[src/rtl/instr_mem_loader.sv]
// Boot loader: turns a length-prefixed little-endian byte stream into 32-bit instruction memory writes.
// Each word is written the cycle after its 4th byte; byte_ready drops for that cycle, and the CPU is held until the load finishes.
module instr_mem_loader #(
  parameter int DEPTH     = 1024,
  parameter int CNT_WIDTH = 16
) (
  input  logic                 clk,
  input  logic                 rst,
  input  logic                 start,
  input  logic [7:0]           byte_in,
  input  logic                 byte_valid,
  output logic                 byte_ready,
  output logic                 mem_we,
  output logic [31:0]          mem_address,
  output logic [31:0]          mem_wdata,
  output logic                 cpu_hold,
  output logic                 load_done,
  output logic                 load_error,
  output logic [CNT_WIDTH-1:0] words_loaded
);

  typedef enum logic [2:0] {
    IDLE  = 3'd0,
    HDR   = 3'd1,
    DATA  = 3'd2,
    WRITE = 3'd3,
    DONE  = 3'd4,
    ERROR = 3'd5
  } state_t;

  state_t               state;
  state_t               state_nx;

  logic                 take;
  logic                 start_ok;
  logic                 hdr_idx;
  logic [1:0]           byte_idx;
  logic [7:0]           hdr_lo;
  logic [15:0]          hdr_n;
  logic [CNT_WIDTH-1:0] word_count;
  logic [CNT_WIDTH-1:0] wl_next;
  logic [23:0]          asm_word;

  assign take     = byte_valid & byte_ready;
  assign start_ok = start & ((state == IDLE) | (state == DONE) | (state == ERROR));
  assign hdr_n    = {byte_in, hdr_lo};
  assign wl_next  = words_loaded + CNT_WIDTH'(1);

  always_ff @(posedge clk or negedge rst) begin
    if (!rst) begin
      state <= IDLE;
    end else begin
      state <= state_nx;
    end
  end

  always_comb begin
    state_nx   = state;
    byte_ready = 1'b0;
    mem_we     = 1'b0;
    cpu_hold   = 1'b0;
    load_done  = 1'b0;
    load_error = 1'b0;
    case (state)
      IDLE: begin
        if (start) state_nx = HDR;
      end
      HDR: begin
        byte_ready = 1'b1;
        cpu_hold   = 1'b1;
        if (take && hdr_idx) begin
          if (hdr_n == 16'd0)
            state_nx = DONE;
          else if ({16'd0, hdr_n} > 32'(DEPTH))
            state_nx = ERROR;
          else
            state_nx = DATA;
        end
      end
      DATA: begin
        byte_ready = 1'b1;
        cpu_hold   = 1'b1;
        if (take && (byte_idx == 2'd3)) state_nx = WRITE;
      end
      WRITE: begin
        mem_we   = 1'b1;
        cpu_hold = 1'b1;
        state_nx = (wl_next == word_count) ? DONE : DATA;
      end
      DONE: begin
        load_done = 1'b1;
        if (start) state_nx = HDR;
      end
      ERROR: begin
        load_error = 1'b1;
        if (start) state_nx = HDR;
      end
      default: state_nx = IDLE;
    endcase
  end

  // Write address/data are captured on the 4th-byte edge so they hold steady
  // through WRITE and afterwards, while the assembly register refills.
  always_ff @(posedge clk or negedge rst) begin
    if (!rst) begin
      hdr_idx      <= 1'b0;
      byte_idx     <= 2'd0;
      hdr_lo       <= 8'd0;
      word_count   <= '0;
      asm_word     <= 24'd0;
      words_loaded <= '0;
      mem_address  <= 32'd0;
      mem_wdata    <= 32'd0;
    end else begin
      if (start_ok) begin
        hdr_idx      <= 1'b0;
        byte_idx     <= 2'd0;
        asm_word     <= 24'd0;
        words_loaded <= '0;
      end

      if ((state == HDR) && take) begin
        hdr_idx <= ~hdr_idx;
        if (!hdr_idx)
          hdr_lo <= byte_in;
        else
          word_count <= CNT_WIDTH'(hdr_n);
      end

      if ((state == DATA) && take) begin
        byte_idx <= byte_idx + 2'd1;
        case (byte_idx)
          2'd0: asm_word[7:0]   <= byte_in;
          2'd1: asm_word[15:8]  <= byte_in;
          2'd2: asm_word[23:16] <= byte_in;
          default: begin
            mem_wdata   <= {byte_in, asm_word};
            mem_address <= 32'({words_loaded, 2'b00});
          end
        endcase
      end

      if (state == WRITE) words_loaded <= wl_next;
    end
  end

endmodule

[config.mk]
export PLATFORM = sky130hd
export DESIGN_NAME = instr_mem_loader
export DESIGN_NICKNAME = d
export VERILOG_FILES = /design/src/rtl/instr_mem_loader.sv
export SDC_FILE = /design/constraint.sdc
export NUM_CORES = 1
export LEC_CHECK = 0
export CELL_PAD_IN_SITES_DETAIL_PLACEMENT = 0
export CELL_PAD_IN_SITES_GLOBAL_PLACEMENT = 1
export CORE_AREA = 2 2 115 117
export CTS_CLUSTER_SIZE = 14
export DETAILED_ROUTE_END_ITERATION = 12
export DIE_AREA = 0 0 117 119
export PLACE_DENSITY = 0.93
export SYNTH_ARGS = -nofsm -noshare
export SYNTH_HDL_FRONTEND = slang
export SYNTH_SLANG_ARGS = --single-unit
[constraint.sdc]
create_clock -name clk -period 4.8 [get_ports clk]
set_input_delay 0.72 -clock clk [delete_from_list [all_inputs] [get_ports clk]]
set_output_delay 0.72 -clock clk [all_outputs]
set_load 0.01 [all_outputs]
# ---- After elaboration in Yosys (flattened, before gate mapping)
# Index checks and enable logic that the tools add are counted.
dict set report word_totals {
  ff_bits 118
  input_bits 12
  out_inout_bits 85
  elab_cells 71
}
dict set report classes {
  add_sub_neg 2
  order_cmp 1
  n_eq_ne 12
  n_mux 23
  bitwise_logic 6
  reduce_logical 18
}
# op n
set ops {}
lappend ops {{two-way mux 24 bit} 2}
lappend ops {{two-way mux 16 bit} 2}
lappend ops {{two-way mux 8 bit} 3}
lappend ops {{two-way mux 3 bit} 6}
lappend ops {{adder 16 x 1 -> 16 bit, second input constant} 1}
lappend ops {{== test 16 bit} 1}
lappend ops {{> comparator 16 x 11 -> 1 bit, second input constant} 1}
lappend ops {{zero test 16 bit} 1}
lappend ops {{case mux 3 bit (4 select lines)} 1}
lappend ops {{OR reduction 3 bit} 3}
lappend ops {{two-way mux 1 bit} 7}
lappend ops {{== test 3 x 2 -> 1 bit, second input constant} 2}
lappend ops {{== test 3 bit, second input constant} 2}
lappend ops {{AND reduction 2 bit} 3}
lappend ops {{nonzero test 2 bit} 3}
lappend ops {{== test 2 bit, second input constant} 2}
lappend ops {{logical AND 1 bit} 4}
lappend ops {{two-way mux 2 bit} 2}
lappend ops {{!= test 2 bit, second input constant} 2}
lappend ops {{== test 3 x 1 -> 1 bit, second input constant} 1}
lappend ops {{zero test 3 bit} 1}
lappend ops {{AND reduction 3 bit} 1}
lappend ops {{adder 2 x 1 -> 2 bit, second input constant} 1}
lappend ops {{AND 1 bit} 2}
lappend ops {{other kinds (6)} 8}

# ---- Longest topological paths before layout
# Gate-level depths: netlist of run 1.
dict set report depth {
  ltp_word 7
  depth_mapped 9
}

# ---- Worst setup path before layout of run 1
# OpenSTA, ideal clock, no wires.
dict set report synth_path {
  path_type {register to register}
  start {register words_loaded[0]}
  end {register state[1]}
  t_arrival_ns 1.920
  required_ns 4.663
  slack_ns 2.743
  path_stages_with_launch 9
  path_buffers 1
  period_less_slack_ns 2.057
  path_cell_list {dfrtp_1 -> ha_1 -> nand3_2 -> buf_6 -> nor4_4 -> xnor2_1 -> nand2_1 -> nor4b_2 -> a211oi_2}
}
dict set report synth_via {
  elab_chain_len 4
}
# item line
set synth_rtl {}
lappend synth_rtl {{start: declaration} 19} ;# output logic [CNT_WIDTH-1:0] words_loaded
lappend synth_rtl {{start signal: assignment} 143} ;# if (state == WRITE) words_loaded <= wl_next;
lappend synth_rtl {{adder 16 x 1 -> 16 bit} 47} ;# assign wl_next = words_loaded + CNT_WIDTH'(1);
lappend synth_rtl {{== test 16 bit} 88} ;# state_nx = (wl_next == word_count) ? DONE : DATA;
lappend synth_rtl {{two-way mux 3 bit} 88}
lappend synth_rtl {{case mux 3 bit (4 select lines)} 64} ;# case (state)
lappend synth_rtl {{end signal: assignment} 53} ;# state <= state_nx;
lappend synth_rtl {{end: declaration} 31} ;# state_t state;
# Every way passes these cells.
# A chain may end at the register's enable or synchronous reset.

# ---- Worst setup path after layout of run 1
dict set report layout_path {
  start {register state[0]}
  end {output port mem_we}
}
dict set report layout_via {
  elab_chain_len 2
}
# item line
set layout_rtl {}
lappend layout_rtl {{== test 3 x 2 -> 1 bit} 64}
lappend layout_rtl {{two-way mux 1 bit} 64}
lappend layout_rtl {{end: declaration} 13} ;# output logic mem_we,
# Every way passes these cells.

==> out/results.tsv, run 1 <==
metric	value	unit
Hold WS	468	ps
vias in the first global route	4072	
Crit. End Element	output pin	
fmax	310	MHz
final WL	12500	microns
global-route wire length before repair	20500	microns
Routed Antenna Nets	0	
final hold vios	0	
crit path DAT	2510	ps
Die Y	119	microns
Crit-path slowest cell	clkdlybuf4s50_1	
mapped cell area	0.00559	sq mm
htree depth	4	
GRT overflow	0	
initial antenna violation count	0	
YS warnings	0	
clk sink count	118	
Vias	3972	
worst relative slew slack	18.3	%
unrepaired setup endpoints after global routing	false	
outcome	finished, final reports clean	
Hold Crit Class	input port to asynchronous set/reset pin	
Routed WL per cell	16.4	microns
Crit Path Class	flop to output pin	
Mean Syn Cell Area	11.0	sq um
Post-CTS Hold Fix Bufs	0	
reg2reg setup slack	2120	ps
die width	117	microns
Placed Area	0.00640	sq mm
first-pass detailed-route iteration total	5	
Synth Flop Type	dfrtp_1	
Slew @ Worst Pin	1220	ps
Post-synth ARST share	100	%
P per Cell Area	434	mW/mm^2
sequential area share after synthesis	52.8	%
fillers	1096	
Worst VDD drop	0.214	mV
Rows	42	
Crit Path Max Fanout	19	
critical path's top delay family	buffers and inverters	
min Tclk post-route	3230	ps
final worst path period share	67.2	%
PostCTS Resize Cnt	0	
DRC	0	
starting density of the core	43.4	%
die area	0.0139	sq mm
gr usage total	19.1	%
number of max-cap violations	0	
leakage power	3.10	nW
Clk pin slew, worst setup/hold paths	60	ps
Setup TNS	0	ps
Num CTS Buffers	17	
Skew-Pair Late Insertion Delay	410	ps
Post-synth EDFFs	0	
pin count of the biggest net entering global routing	81	
Final Slew Violations	0	
synthesis-to-finish area growth	25.5	%
Synth Register Bits	118	
HPWL after DPL	8250	microns
startpoint types	flop	
number of port buffers	80	
Ant. Diodes	0	
GP Congestion	0.833	
worst path required time	4080	ps
drt via density	5.19	
share of cells above drive strength 1	20.0	%
final instance area	0.00701	sq mm
nets	594	
TritonCTS clock tree	yes	
clk_skew	9.28	ps
Post-Syn Instances	507	
# IOs	97	
Worst Path Buf+Inv	3	
critical path's largest stage delay	630	ps
final setup vio count	0	
Post-CTS Setup Bufs	0	
detailed router's first-iteration violation count	189	
Root Driver	clkbuf_16	
CP cell instances	nor2b_4, nand2_1, buf_4, inv_1, clkdlybuf4s50_1	
CORE AREA	0.0129	sq mm
distinct cell type count after synthesis	51	
CTS Buffer Depth	2	
==> area by class of cell <==
type	instances	area, sq um	area share (%)
multi-input cells	348	2380	33.9
clock inverters	11	149	2.12
repair buffers	82	813	11.6
well taps	176	220	3.14
clock buffers	21	460	6.57
inverters	10	37.5	0.535
flip-flops and latches	118	2950	42.1
==> flip-flops by register name, summed over array words and instances, names as in the netlist <==
signal	cells
asm_word	24
byte_idx	2
hdr_idx	1
hdr_lo	8
mem_address	16
mem_wdata	32
state	3
word_count	16
words_loaded	16
==> cells by family (layout without fill, tap and decap cells) <==
family / count (synthesis) / count (layout) / share of synthesized area [%]
buffers and inverters: 56 / 124 / 5.62
AOI/OAI and AO/OA: 82 / 82 / 8.26
adders and majority gates: 5 / 5 / 1.12
other: 1 / 16 / 0.0671
xor gates and xnor gates: 22 / 22 / 3.45
and+or+nand+nor: 155 / 155 / 15.0
DFF: 118 / 118 / 52.8
muxes: 68 / 68 / 13.7
==> metal layers <==
layer  part of all wire, %  vias up  GRT usage (%)
met2                    49      113           31.2
met3                   4.9       17           4.38
met5                     0        -              0
li1                      -     1864              -
met1                    44     1978           24.5
met4                   1.7        0           7.57
==> power by group <==
part	leakage (nW)	internal (W)	switching, W
sequential	1.59	0.00111	0.000118
combinational	1.22	0.000264	0.000256
clock	0.290	0.000844	0.000448
total	3.10	0.00222	0.000822
==> through the flow <==
step / util [%] / instances / total power [W] / worst slack, ps
2_1_floorplan: - / 522 / 0.00162 / 2740
3_3_place_gp: 49.7 / 734 / 0.00174 / 1750
3_5_place_dp: 49.7 / 734 / 0.00177 / 1610
4_1_cts: 54.5 / 766 / 0.00307 / 1570
5_1_grt: 54.5 / 766 / 0.00319 / 1450
6_report: 54.5 / 766 / 0.00305 / 1570
==> synthesized netlist by cell type (3+ instances only) <==
| master | number | area, sq um |
|---|---|---|
| buf_6 | 3 | 33.8 |
| nand2b_1 | 3 | 18.8 |
| nor4_4 | 3 | 63.8 |
| mux2_2 | 67 | 754 |
| inv_1 | 10 | 37.5 |
| nand2_1 | 80 | 300 |
| dfrtp_1 | 118 | 2950 |
| o21ai_1 | 17 | 85.1 |
| a21oi_1 | 8 | 40.0 |
| nand4_1 | 5 | 31.3 |
| o21ai_0 | 41 | 205 |
| buf_2 | 17 | 85.1 |
| nor4_1 | 3 | 18.8 |
| and2_1 | 5 | 31.3 |
| xnor2_1 | 13 | 114 |
| clkbuf_1 | 10 | 37.5 |
| a22o_1 | 3 | 26.3 |
| a31oi_1 | 3 | 18.8 |
| ha_1 | 5 | 62.6 |
| nand3_1 | 6 | 30.0 |
| or3_1 | 3 | 18.8 |
| nor3_1 | 7 | 35.0 |
| nor3_2 | 4 | 40.0 |
| xor2_1 | 9 | 78.8 |
| buf_4 | 16 | 120 |
| nor2_1 | 21 | 78.8 |
==> path summary, 6_finish.rpt <==
kind / from / end / depth (start not counted)
setup / recovery: state[0] / mem_we / 5
hold / removal: rst / mem_address[11] / 1
setup reg to reg: state[0] / words_loaded[5] / 5
hold reg to reg: mem_address[8] / mem_address[8] / 2
max in group asynchronous: rst / asm_word[23] / 2
min in group clk: mem_address[8] / mem_address[8] / 2
==> cell usage in the layout, fill, tap and decap left out, types with 3 or more instances in the layout <==
cell type / synthesis / routed
nand2b_1: 3 / 3
nand2_1: 80 / 79
clkbuf_16: 0 / 17
or3_1: 3 / 3
and2_1: 5 / 5
conb_1: 1 / 16
nand4_1: 5 / 5
xnor2_1: 13 / 13
nor3_1: 7 / 7
nor4_4: 3 / 3
a22o_1: 3 / 3
inv_1: 10 / 10
mux2_2: 67 / 67
ha_1: 5 / 5
xor2_1: 9 / 9
o21ai_0: 41 / 41
nor4_1: 3 / 3
buf_4: 16 / 3
o21ai_1: 17 / 17
nor2_1: 21 / 21
a31oi_1: 3 / 3
bufinv_16: 0 / 3
clkinvlp_4: 0 / 3
clkdlybuf4s50_1: 0 / 79
nand3_1: 6 / 6
nor3_2: 4 / 4
dfrtp_1: 118 / 118
a21oi_1: 8 / 8
Power figures use the tool's default switching activity.
==> inputs of run 2 (changes only) <==
--- a/config.mk
+++ b/config.mk
@@ -7,11 +7,11 @@
 export LEC_CHECK = 0
 export CELL_PAD_IN_SITES_DETAIL_PLACEMENT = 0
 export CELL_PAD_IN_SITES_GLOBAL_PLACEMENT = 1
-export CORE_AREA = 2 2 115 117
+export CORE_AREA = 2 2 119 121
 export CTS_CLUSTER_SIZE = 14
 export DETAILED_ROUTE_END_ITERATION = 12
-export DIE_AREA = 0 0 117 119
-export PLACE_DENSITY = 0.93
+export DIE_AREA = 0 0 121 123
+export PLACE_DENSITY = 0.88
 export SYNTH_ARGS = -nofsm -noshare
 export SYNTH_HDL_FRONTEND = slang
 export SYNTH_SLANG_ARGS = --single-unit
==> constraint.sdc (replaced) <==
create_clock -name clk -period 3.1 [get_ports clk]
set_input_delay 0.465 -clock clk [delete_from_list [all_inputs] [get_ports clk]]
set_output_delay 0.465 -clock clk [all_outputs]
set_load 0.01 [all_outputs]
==> out/results.tsv, run 2 (synthesis results as in run 1) <==
metric	value	unit
final setup vio count	0	
Clk pin slew, worst setup/hold paths	50	ps
synthesis-to-finish area growth	26.8	%
Routed WL per cell	16.3	microns
Ant. Diodes	0	
utilization after layout	52.1	%
startpoint types	flop	
Top Registers	mem_wdata x32, asm_word x24	
die width	121	microns
reg2reg setup slack	770	ps
initial antenna violation count	0	
die area	0.0149	sq mm
Largest Register	mem_wdata	
Die Y	123	microns
Post-CTS Hold Fix Bufs	0	
Reg2Reg Launch Point	words_loaded[0]	
DRC	0	
PostCTS Resize Cnt	0	
htree depth	4	
Setup TNS	0	ps
Skew-Pair Late Insertion Delay	410	ps
# IOs	97	
commonest non-fill, non-tap cell in the layout	dfrtp_1	
Slew @ Worst Pin	671	ps
outcome	finished, final reports clean	
vias in the first global route	3973	
gr usage total	18.2	%
R2R cell count	7	
Vias	3989	
GRT overflow	0	
Worst VDD drop	0.370	mV
P per Cell Area	673	mW/mm^2
unrepaired setup endpoints after global routing	false	
crit path DAT	2160	ps
Crit Path Class	flop to output pin	
Root Driver	clkbuf_16	
Crit Reg-Reg Endpoint	state[1]	
Crit Path Max Fanout	19	
first-pass detailed-route iteration total	4	
CORE AREA	0.0136	sq mm
fmax	381	MHz
TritonCTS clock tree	yes	
number of max-cap violations	0	
Routed Antenna Nets	0	
clk sink count	118	
final WL	12600	microns
leakage power	3.14	nW
nets	600	
Crit. End Element	output pin	
Final Slew Violations	0	
CP cell instances	nor2b_4, nand2_1, buf_4, inv_1, clkdlybuf4s50_1	
global-route wire length before repair	20700	microns
Rows	43	
worst relative slew slack	55.3	%
HPWL after DPL	8350	microns
final hold vios	0	
Num CTS Buffers	17	
Crit-path slowest cell	dfrtp_1	
final worst path period share	84.7	%
drt via density	5.14	
worst path required time	2630	ps
Hold Crit Class	input port to asynchronous set/reset pin	
GP Congestion	0.837	
min Tclk post-route	2630	ps
share of cells above drive strength 1	21.0	%
max reg flops	32	
number of port buffers	80	
pin count of the biggest net entering global routing	60	
detailed router's first-iteration violation count	255	
commonest non-fill, non-tap cells in the layout	dfrtp_1 (118), nand2_1 (79), clkdlybuf4s50_1 (79)	
critical path's largest stage delay	570	ps
clk_skew	8.35	ps
starting density of the core	41.1	%
CTS Buffer Depth	2	
Post-CTS Setup Bufs	0	
-- run 2: changes by cell type in the layout (fill, tap and decap cells not counted) --
cell      previous run  this run
clkbuf_8             2         3
clkinv_4             2         3
clkbuf_1             2         1
buf_12               0         1
buf_4                3         8
inv_6                1         0
-- run 2: cell type report --
type	instances	area, sq um
inverters	10	37.5
well taps	180	225
repair buffers	88	871
clock buffers	21	470
flip-flops and latches	118	2950
fillers	1200	6530
clock inverters	11	149
multi-input cells	348	2380
-- run 2: routing by layer --
layer  share of wire [%]  wire, microns  global-route usage [%]  up-vias
li1                    -              -                       -     1871
met1                  44           5590                    23.2     1980
met2                  49           6230                    29.8      126
met3                 5.5            692                    5.40       12
met4                 1.0            131                    5.81        0
met5                   0              0                       0        -
-- run 2: per-stage QoR --
step / std cells / power, W / worst slack, ps / hold WS (ps) / area, sq um
2_1_floorplan: 522 / 0.00251 / 1040 / 169 / 5640
3_3_place_gp: 744 / 0.00273 / 709 / 443 / 6470
3_5_place_dp: 744 / 0.00277 / 656 / 448 / 6470
4_1_cts: 776 / 0.00480 / 461 / 12.9 / 7090
5_1_grt: 776 / 0.00499 / 333 / 25.0 / 7090
6_report: 776 / 0.00477 / 474 / 5.64 / 7090
-- run 2: worst max-delay path: cells and delay by family (launching register included) --
family / cells / cell delay (ps)
buffers and inverters: 3 / 860
flip-flops: 1 / 570
AND/OR/NAND/NOR: 2 / 340
-- run 2: report_power, final --
part / switching (W) / internal, W
Combinational: 0.000405 / 0.000421
Sequential: 0.000196 / 0.00173
Clock: 0.000693 / 0.00133
Total: 0.00129 / 0.00347
-- run 2: worst max path at each step --
| stage | start | to | slack [ps] | cells past startpoint |
|---|---|---|---|---|
| 2_1_floorplan | words_loaded[0] | state[1] | 1040 | 8 |
| 3_3_place_gp | byte_valid | mem_wdata[4] | 710 | 6 |
| 3_5_place_dp | byte_valid | mem_wdata[4] | 660 | 6 |
| 4_1_cts | state[0] | mem_we | 460 | 5 |
| 5_1_grt | state[0] | mem_we | 330 | 5 |
| 6_report | state[0] | mem_we | 470 | 5 |
==> inputs of run 3 (changes only) <==
==> constraint.sdc (replaced) <==
create_clock -name clk -period 2.5 [get_ports clk]
set_input_delay 0.375 -clock clk [delete_from_list [all_inputs] [get_ports clk]]
set_output_delay 0.375 -clock clk [all_outputs]
set_load 0.01 [all_outputs]
==> out/results.tsv, run 3 (synthesis results as in run 1) <==
metric	value	unit
outcome	finished, final reports clean	
Post-CTS Setup Bufs	0	
fmax	429	MHz
reg2reg setup slack	320	ps
Rows	43	
WL met1	5670	microns
Slew @ Worst Pin	697	ps
detailed router's first-iteration violation count	230	
global-route wire length before repair	20800	microns
crit path DAT	1960	ps
TritonCTS clock tree	yes	
drt via density	5.11	
clk_skew	15.6	ps
Clk pin slew, worst setup/hold paths	60	ps
Die Y	123	microns
DR WL met2	6150	microns
pin count of the biggest net entering global routing	56	
CP cell instances	nor2b_4, nand2_1, inv_1, clkdlybuf4s50_1	
die area	0.0149	sq mm
commonest non-fill, non-tap cell in the layout	dfrtp_1	
worst path required time	2120	ps
share of cells above drive strength 1	23.1	%
Post-CTS Hold Fix Bufs	0	
P per Cell Area	834	mW/mm^2
startpoint types	flop	
GP Congestion	0.859	
final instance area	0.00723	sq mm
Crit-path slowest cell	clkdlybuf4s50_1	
number of max-cap violations	0	
commonest non-fill, non-tap cells in the layout	dfrtp_1 (117), nand2_1 (79), clkdlybuf4s50_1 (79)	
unrepaired setup endpoints after global routing	false	
worst relative slew slack	53.5	%
fillers	1165	
Crit Reg-Reg Endpoint	state[1]	
utilization after layout	53.1	%
Top Registers	mem_wdata x32, asm_word x24	
Root Driver	clkbuf_16	
final worst path period share	93.3	%
DRC	0	
Final Slew Violations	0	
Worst VDD drop	0.459	mV
nets	614	
vias in the first global route	3935	
Skew-Pair Late Insertion Delay	410	ps
Vias	4036	
HPWL after DPL	8590	microns
uppermost layer routed	met4	
CORE AREA	0.0136	sq mm
GRT overflow	0	
CTS Buffer Depth	2	
final hold vios	0	
metal3 WL	698	microns
htree depth	4	
synthesis-to-finish area growth	29.4	%
clk sink count	118	
number of port buffers	80	
Crit Path Class	flop to output pin	
Crit. End Element	output pin	
# IOs	97	
Setup TNS	0	ps
gr usage total	18.2	%
leakage power	3.24	nW
min Tclk post-route	2330	ps
Ant. Diodes	0	
final WL	12600	microns
starting density of the core	41.1	%
Num CTS Buffers	17	
R2R cell count	7	
Hold Crit Class	input port to asynchronous set/reset pin	
final setup vio count	0	
Largest Register	mem_wdata	
Reg2Reg Launch Point	words_loaded[0]	
die width	121	microns
initial antenna violation count	0	
max reg flops	32	
Routed WL per cell	16.0	microns
critical path's largest stage delay	540	ps
Crit Path Max Fanout	10	
Routed Antenna Nets	0	
Placed Area	0.00658	sq mm
final total power	0.00603	W
first-pass detailed-route iteration total	4	
run 3: worst max-delay path by stage:
stage / from / to / slack [ps] / cells after the start
4_1_cts: state[0] / mem_we / 30 / 4
5_1_grt: state[0] / mem_we / 80 / 4
6_report: state[0] / mem_we / 170 / 4
3_3_place_gp: words_loaded[0] / state[1] / 380 / 7
2_1_floorplan: words_loaded[0] / state[1] / 440 / 8
3_5_place_dp: words_loaded[0] / state[1] / 300 / 7
run 3: what timing repair did:
item	CTS	global route
gates resized for setup	0	1
endpoints found under the hold margin	0	0
endpoints found under the setup margin	0	1
run 3: stage by stage:
step	setup WS [ps]	instances	hold slack, ps
6_report	168	790	9.88
5_1_grt	75.6	790	38.9
4_1_cts	30.8	790	29.9
3_5_place_dp	300	758	465
3_3_place_gp	379	758	460
2_1_floorplan	443	522	79.4
run 3: report_power, final:
| group | total, W | internal [W] | switching (W) |
|---|---|---|---|
| sequential | 0.00235 | 0.00214 | 0.000214 |
| clock | 0.00262 | 0.00174 | 0.000883 |
| combinational | 0.00106 | 0.000542 | 0.000513 |
run 3: per-layer routing:
layer	up-vias	global-route usage, %
li1	1899	-
met1	2003	23.8
met2	125	30.0
met3	9	5.12
met4	0	4.87
met5	-	0
run 3: critical path: cells and delay by family, from the launching register on:
family / cells / cell delay [ps]
buffers and inverters: 2 / 670
DFF: 1 / 480
and+or+nand+nor: 2 / 390
run 3: layout make-up:
type / instances / area, sq um / area share (%)
multi-input cells: 348 / 2380 / 32.9
clock inverters: 13 / 194 / 2.68
repair buffers: 102 / 988 / 13.7
inverters: 10 / 37.5 / 0.519
well taps: 180 / 225 / 3.11
clock buffers: 19 / 453 / 6.26
flip-flops and latches: 118 / 2950 / 40.8
